[src/rtl/mult_arb_pkg.sv]
// Shared types and default widths for the multiplier arbiter.
// Build option: MULT_ARB_RR_EN selects round-robin instead of fixed priority.
package mult_arb_pkg;

    localparam int NUM_REQ_DEF = 3;
    localparam int A_W_DEF     = 24;
    localparam int B_W_DEF     = 16;
    localparam int P_W_DEF     = A_W_DEF + B_W_DEF;

    typedef enum logic [2:0] {
        IDLE   = 3'd0,
        START  = 3'd1,
        SETTLE = 3'd2,
        WAIT   = 3'd3,
        DONE   = 3'd4
    } arb_state_e;

    function automatic int idx_w(input int n);
        return (n > 1) ? $clog2(n) : 1;
    endfunction

endpackage

[src/rtl/mult_arb_pick.sv]
// Combinational winner selection for mult_arb.
// MULT_ARB_RR_EN: round-robin from last grant; otherwise lowest index wins.
module mult_arb_pick
    import mult_arb_pkg::*;
#(
    parameter int NUM_REQ = NUM_REQ_DEF,
    localparam int IW     = idx_w(NUM_REQ)
) (
    input  logic [NUM_REQ-1:0] req_i,
`ifdef MULT_ARB_RR_EN
    input  logic [IW-1:0]      last_i,
`endif
    output logic               valid_o,
    output logic [IW-1:0]      idx_o
);

`ifdef MULT_ARB_RR_EN
    // Walk backwards so the nearest requester after last_i is written last.
    always_comb begin
        logic [IW:0] pos;
        valid_o = 1'b0;
        idx_o   = '0;
        pos     = '0;
        for (int k = NUM_REQ; k >= 1; k--) begin
            pos = {1'b0, last_i} + (IW+1)'(k);
            if (pos >= (IW+1)'(NUM_REQ)) begin
                pos = pos - (IW+1)'(NUM_REQ);
            end
            if (req_i[pos[IW-1:0]]) begin
                valid_o = 1'b1;
                idx_o   = pos[IW-1:0];
            end
        end
    end
`else
    always_comb begin
        valid_o = 1'b0;
        idx_o   = '0;
        for (int k = NUM_REQ - 1; k >= 0; k--) begin
            if (req_i[k]) begin
                valid_o = 1'b1;
                idx_o   = IW'(k);
            end
        end
    end
`endif

endmodule

[src/rtl/mult_arb.sv]
// Arbiter/sequencer sharing one signed multiplier between several requesters.
// Build option: MULT_ARB_RR_EN enables round-robin arbitration.
module mult_arb
    import mult_arb_pkg::*;
#(
    parameter int NUM_REQ = NUM_REQ_DEF,
    parameter int A_W     = A_W_DEF,
    parameter int B_W     = B_W_DEF,
    parameter int P_W     = P_W_DEF
) (
    input  logic                   clk_i,
    input  logic                   rst_ni,
    input  logic [NUM_REQ-1:0]     req_i,
    input  logic [NUM_REQ*A_W-1:0] req_a_i,
    input  logic [NUM_REQ*B_W-1:0] req_b_i,
    output logic [NUM_REQ-1:0]     ack_o,
    output logic [P_W-1:0]         prod_o,
    output logic                   busy_o,
    output logic                   mult_start_o,
    output logic [A_W-1:0]         mult_a_o,
    output logic [B_W-1:0]         mult_b_o,
    input  logic                   mult_ready_i,
    input  logic [P_W-1:0]         mult_prod_i
);

    localparam int IW = idx_w(NUM_REQ);

    arb_state_e     state_q, state_d;
    logic [IW-1:0]  grant_q, grant_d;
    logic [A_W-1:0] a_q, a_d;
    logic [B_W-1:0] b_q, b_d;
    logic [P_W-1:0] prod_q, prod_d;
    logic           pick_valid;
    logic [IW-1:0]  pick_idx;
    logic [A_W-1:0] sel_a;
    logic [B_W-1:0] sel_b;
`ifdef MULT_ARB_RR_EN
    logic [IW-1:0]  last_q, last_d;
`endif

    mult_arb_pick #(
        .NUM_REQ (NUM_REQ)
    ) u_pick (
        .req_i   (req_i),
`ifdef MULT_ARB_RR_EN
        .last_i  (last_q),
`endif
        .valid_o (pick_valid),
        .idx_o   (pick_idx)
    );

    always_comb begin
        sel_a = '0;
        sel_b = '0;
        for (int i = 0; i < NUM_REQ; i++) begin
            if (pick_idx == IW'(i)) begin
                sel_a = req_a_i[i*A_W +: A_W];
                sel_b = req_b_i[i*B_W +: B_W];
            end
        end
    end

    always_comb begin
        state_d = state_q;
        grant_d = grant_q;
        a_d     = a_q;
        b_d     = b_q;
        prod_d  = prod_q;
`ifdef MULT_ARB_RR_EN
        last_d  = last_q;
`endif
        unique case (state_q)
            IDLE: begin
                if (pick_valid) begin
                    grant_d = pick_idx;
                    a_d     = sel_a;
                    b_d     = sel_b;
                    state_d = START;
`ifdef MULT_ARB_RR_EN
                    last_d  = pick_idx;
`endif
                end
            end
            START:  state_d = SETTLE;
            // Ready may still be high from the previous product here.
            SETTLE: state_d = WAIT;
            WAIT: begin
                if (mult_ready_i) begin
                    prod_d  = mult_prod_i;
                    state_d = DONE;
                end
            end
            DONE:    state_d = IDLE;
            default: state_d = IDLE;
        endcase
    end

    always_ff @(posedge clk_i or negedge rst_ni) begin
        if (!rst_ni) begin
            state_q <= IDLE;
            grant_q <= '0;
            a_q     <= '0;
            b_q     <= '0;
            prod_q  <= '0;
`ifdef MULT_ARB_RR_EN
            last_q  <= IW'(NUM_REQ - 1);
`endif
        end else begin
            state_q <= state_d;
            grant_q <= grant_d;
            a_q     <= a_d;
            b_q     <= b_d;
            prod_q  <= prod_d;
`ifdef MULT_ARB_RR_EN
            last_q  <= last_d;
`endif
        end
    end

    always_comb begin
        ack_o = '0;
        if (state_q == DONE) begin
            ack_o[grant_q] = 1'b1;
        end
    end

    assign prod_o       = prod_q;
    assign busy_o       = (state_q != IDLE);
    assign mult_start_o = (state_q == START);
    assign mult_a_o     = a_q;
    assign mult_b_o     = b_q;

endmodule

[config.mk]
export PLATFORM = sky130hd
export DESIGN_NAME = mult_arb
export DESIGN_NICKNAME = d
export VERILOG_FILES = /design/src/rtl/mult_arb_pkg.sv /design/src/rtl/mult_arb_pick.sv /design/src/rtl/mult_arb.sv
export SDC_FILE = /design/constraint.sdc
export NUM_CORES = 1
export LEC_CHECK = 0
export ABC_CLOCK_PERIOD_IN_PS = 1960
export CAP_MARGIN = 15
export CORE_UTILIZATION = 29
export CTS_CLUSTER_SIZE = 16
export DETAILED_ROUTE_END_ITERATION = 10
export HOLD_SLACK_MARGIN = 0.06
export PLACE_DENSITY_LB_ADDON = 0.15
export SKIP_CTS_REPAIR_TIMING = 1
export SLEW_MARGIN = 20
export SYNTH_ARGS = -nofsm -noshare
export SYNTH_HDL_FRONTEND = slang
export SYNTH_SLANG_ARGS = --single-unit
export TNS_END_PERCENT = 20
[constraint.sdc]
create_clock -name clk_i -period 1.96 [get_ports clk_i]
set_input_delay 0.392 -clock clk_i [delete_from_list [all_inputs] [get_ports clk_i]]
set_output_delay 0.392 -clock clk_i [all_outputs]
set_load 0.005 [all_outputs]
# Word level (Yosys, flattened, before mapping)
# Index checks and enable logic that the tools add are counted.
[classes] muxes=18 magnitude_cmp=2 reduce_logical=7 eq_ne=8
[ops] cell="$mux 24" count=3
[ops] cell="$mux 16" count=3
[ops] cell="$pmux 3 s4" count=1
[ops] cell="$mux 3" count=3
[ops] cell="$eq 3x2->1 const B" count=2
[ops] cell="$mux 2" count=3
[ops] cell="$reduce_and 2->1" count=3
[ops] cell="$mux 1" count=4
[ops] cell="$ne 2x2->1 const B" count=2
[ops] cell="$eq 3x1->1 const B" count=1
[ops] cell="$eq 3x3->1 const B" count=1
[ops] cell="$logic_not 3->1" count=1
[ops] cell="$lt 2x3->1 const B" count=1
[ops] cell="$reduce_bool 3->1" count=1
[ops] cell="$demux 1 s2" count=1
[ops] cell="$eq 2x1->1 const B" count=1
[ops] cell="$eq 2x2->1 const B" count=1
[ops] cell="$ge 2x1->1 const B" count=1
[ops] cell="$logic_not 2->1" count=1
[ops] cell="$logic_and 1x1->1" count=1
[word_totals] regBits=85 word_cells=40 output_inout_bits=85 in_bits=166

# Depth between registers and ports, before layout
[depth] word_depth=7 ltp_mapped=6 depth_no_buf=4

# By module
# A second synthesis with hierarchy kept.
[hier_totals] hier_cells=372 hier_area_um2=4187.8
[by_module_without_submodules] mod="mult_arb" seq_area_each_um2=2127.0 cells_per_inst=369 n_inst=1 area_each_um2=4167.7
[by_module_without_submodules] mod="mult_arb_pick" seq_area_each_um2=0.0 cells_per_inst=3 n_inst=1 area_each_um2=20.0

# Worst setup path after synthesis
# Ideal clock, no wire load.
[synth_path] path_type="reg-to-reg" from="register state_q[2]" to="register a_q[0], in the netlist mult_a_o[0]" path_buffers=1 arrival_time_ps=1281 period_less_slack_ps=1410 t_required_ps=1830 setup_ps=130 slack_ps=550 stages_incl_launch_ff=6 cell_sequence="dfrtp_1 -> nor3_4 -> inv_2 -> nor2_2 -> buf_2 -> a31oi_1"
[synth_between] elab_chain_len=2
[synth_rtl] element="start, declared" line_no="mult_arb.sv:28" source="arb_state_e state_q, state_d;"
[synth_rtl] element="start signal, assigned" line_no="mult_arb.sv:109" source="state_q <= state_d;"
[synth_rtl] element="$logic_not 3->1" line_no="mult_arb.sv:72" source="unique case (state_q)"
[synth_rtl] element="$reduce_and 2->1 (no source line)"
[synth_rtl] element="end signal, assigned" line_no="mult_arb.sv:102" source="a_q <= '0;"
[synth_rtl] element="end signal, assigned" line_no="mult_arb.sv:111" source="a_q <= a_d;"
[synth_rtl] element="end, declared" line_no="mult_arb.sv:30" source="logic [A_W-1:0] a_q, a_d;"
# No other way between the ends.
# A chain may end at the register's enable or synchronous reset.

# Worst setup path after layout
[layout_path] from="register state_q[1]" to="output busy_o"
[layout_between] elab_chain_len=1
[layout_rtl] element="$reduce_bool 3->1" line_no="mult_arb.sv:128" source="assign busy_o = (state_q != IDLE);"
[layout_rtl] element="end, declared" line_no="mult_arb.sv:18" source="output logic busy_o,"
# No other way between the ends.

==> flow_summary.toml <==
[cells_and_area]
regArea_mm2 = 0.00213
layout_common_cells = "242 x clkdlybuf4s50_1, 85 x dfrtp_1, 68 x nand2_1, 42 x a21oi_1, 38 x mux2_2"
layout.cells.most_common = "clkdlybuf4s50_1"
insertedDiodeCount = 0
nFillCells = 1370
multi_input_area_mm2 = 0.00203
nets = 842
area_growth_pct = 70.6
drive_gt1_share_pct = 14.4
post_layout_nonfiller_instances = 865

[detailed_routing]
via_count = 4196
antenna_left = 0
drc = 0
finalWirelength_um = 13900
via_per_inst = 4.85
dr.pass1.iters = 4
wl_per_cell_um = 16.1
initialDrtViolationCount = 109

[timing]
skew_ns = 0.00768
finalCriticalPeriod_ns = 2.10
final_hold_viol_count = 0
setup_viol = 1
worst_slew_pin_slew_ns = 0.402
rsz0062_at_grt = "yes"
worst_slack_ns = -0.137
timing.slew.headroom_pct = 73.2
period_share_pct = 107
report.final.slew_viol_count = 0
fmax_mhz = 477
fin_setup_tns_ns = -0.137

[logic_synthesis]
synth_top_family_by_area = "compound AO/OA/AOI/OAI gates"
avgSynthCellArea_um2 = 10.0
synth_fa_ha_area_share_pct = 0
yosysUniqueCellTypes = 33
synth-xor-area-share_pct = 0
yosys.area_share.simple_pct = 17.1
ys_warn_count = 0
syn-instance-count = 431
synth_area_mm2 = 0.00433
yosysSeqAreaShare_pct = 49.2
synth_mux_area_share_pct = 10.4
ys_ff_latch = 85
synth_nets = 597
synth_compound_area_share_pct = 19.0

[clocking]
numCtsBuffers = 9
root_buffer = "clkbuf_16"
htreeDepth = 3
clock_path_buffers = 2
clock-sinks = 85
cts_tree = "done"
insertion_delay_ns = 0.33
clkTransAtPathRegs_ns = 0.07

[global_route]
overflow = 0
grt_pass1_wl_um = 21000
grt_usage_pct = 17.9
antenna_found_initial = 0
grt_max_degree = 41
grt_pass1_vias = 4264

[placed_design]
io_buffers = 250
pre_cts_ws_ns = 0.0741
gp_congestion = 0.817
post-place-cells = 848
dp_hpwl_um = 10600

[setup_path]
cp-start-kind = "register"
worstPathRequired_ns = 1.57
path_class = "reg2out"
cp_max_fo = 11
cp.arrival_ns = 1.70
endpoint_kind = "output pin"

[outcome]
outcome = "finished, violations left"
violations = "setup timing"

[die]
num_io_pins = 251
dieWidth_um = 124
die_h_um = 124
design.core.area_mm2 = 0.0145
fp-row-count = 44
start_util_pct = 29.8
die_area_mm2 = 0.0154

[worst_hold_path]
hold_class = "in2reg"

[power_and_ir_drop]
finalPower_w = 0.00898
p_leak_nw = 3.01
power_density_mw_per_mm2 = 1220
vdd_ir_drop_max_mv = 0.400

[flow_run]
drv_cap = 0
## registers in the layout, indices dropped and copies added, names as in the netlist
register,count
state_q,3
mult_b_o,16
prod_o,40
grant_q,2
mult_a_o,24
## where the power goes
group,internal [W],switching (W)
Clock,0.000891,0.000773
Sequential,0.00265,0.000495
Combinational,0.00266,0.00151
Total,0.00621,0.00278
## final cells by class
type | instances | share of cell area [%]
multi-input cells | 308 | 27.5
inverters | 2 | 0.102
clock buffers | 9 | 3.05
clock inverters | 7 | 0.847
well taps | 184 | 3.12
repair buffers | 270 | 36.5
flip-flops and latches | 85 | 28.8
## metal layers
layer	vias up	wire [um]	track usage [%]
li1	2030	-	-
met1	1984	5470	20.4
met2	173	7040	31.7
met3	9	1290	5.82
met4	0	126	5.13
met5	-	0	0
## per-stage QoR
stage / util (%) / cell area [um2] / hold slack (ns)
after global routing: 50.8 / 7380 / 0.497
after detailed placement: 48.6 / 7060 / 0.309
after global placement: 48.6 / 7060 / 0.309
after floorplan: - / 4330 / 0.0964
final: 50.8 / 7380 / 0.437
after CTS: 50.6 / 7350 / -0.0600
## path summary, 6_finish.rpt
kind                               from           end  slack, ns  cells past startpoint
min reg2reg                mult_a_o[20]  mult_a_o[20]       0.50                      2
max in group asynchronous        rst_ni    prod_o[35]       0.87                      3
max                          state_q[1]        busy_o      -0.14                      4
min                            req_i[0]    grant_q[0]       0.44                      2
max reg2reg                  state_q[1]  mult_b_o[15]       0.11                      5
min in group asynchronous        rst_ni    prod_o[16]       0.49                      2
## synthesized netlist by cell type (all sizes together)
| cell | number | share of area (%) |
|---|---|---|
| nand2b | 2 | 0.29 |
| or2 | 7 | 1.0 |
| a21oi | 42 | 4.9 |
| clkbuf | 9 | 0.78 |
| a31oi | 32 | 4.6 |
| o21ai | 8 | 0.93 |
| a2bb2oi | 1 | 0.20 |
| o21bai | 1 | 0.26 |
| nor3 | 3 | 0.72 |
| nand3 | 2 | 0.23 |
| a41oi | 1 | 0.20 |
| o31ai | 7 | 1.2 |
| or3 | 1 | 0.14 |
| dfrtp | 85 | 49 |
| or3b | 7 | 1.4 |
| nor3b | 4 | 0.69 |
| buf | 27 | 3.4 |
| nor2b | 1 | 0.14 |
| o22ai | 7 | 1.0 |
| nor2 | 7 | 0.72 |
| a21o | 33 | 5.7 |
| inv | 2 | 0.17 |
| nand2 | 69 | 6.0 |
| nand3b | 33 | 5.7 |
| mux2 | 40 | 10 |
## worst max-delay path: stages, from the launching register on
cell             delay, ns
dfrtp_1               0.40
buf_4                 0.16
nor3_4                0.20
inv_2                 0.14
clkdlybuf4s50_1       0.47
## cells by family (layout without fill, tap and decap cells)
kind of cell | Yosys count | count (layout)
buffers and inverters | 38 | 288
and+or+nand+nor | 136 | 136
DFF | 85 | 85
muxes | 40 | 40
AOI/OAI and AO/OA | 132 | 132
(Power assumes the default switching activity.)
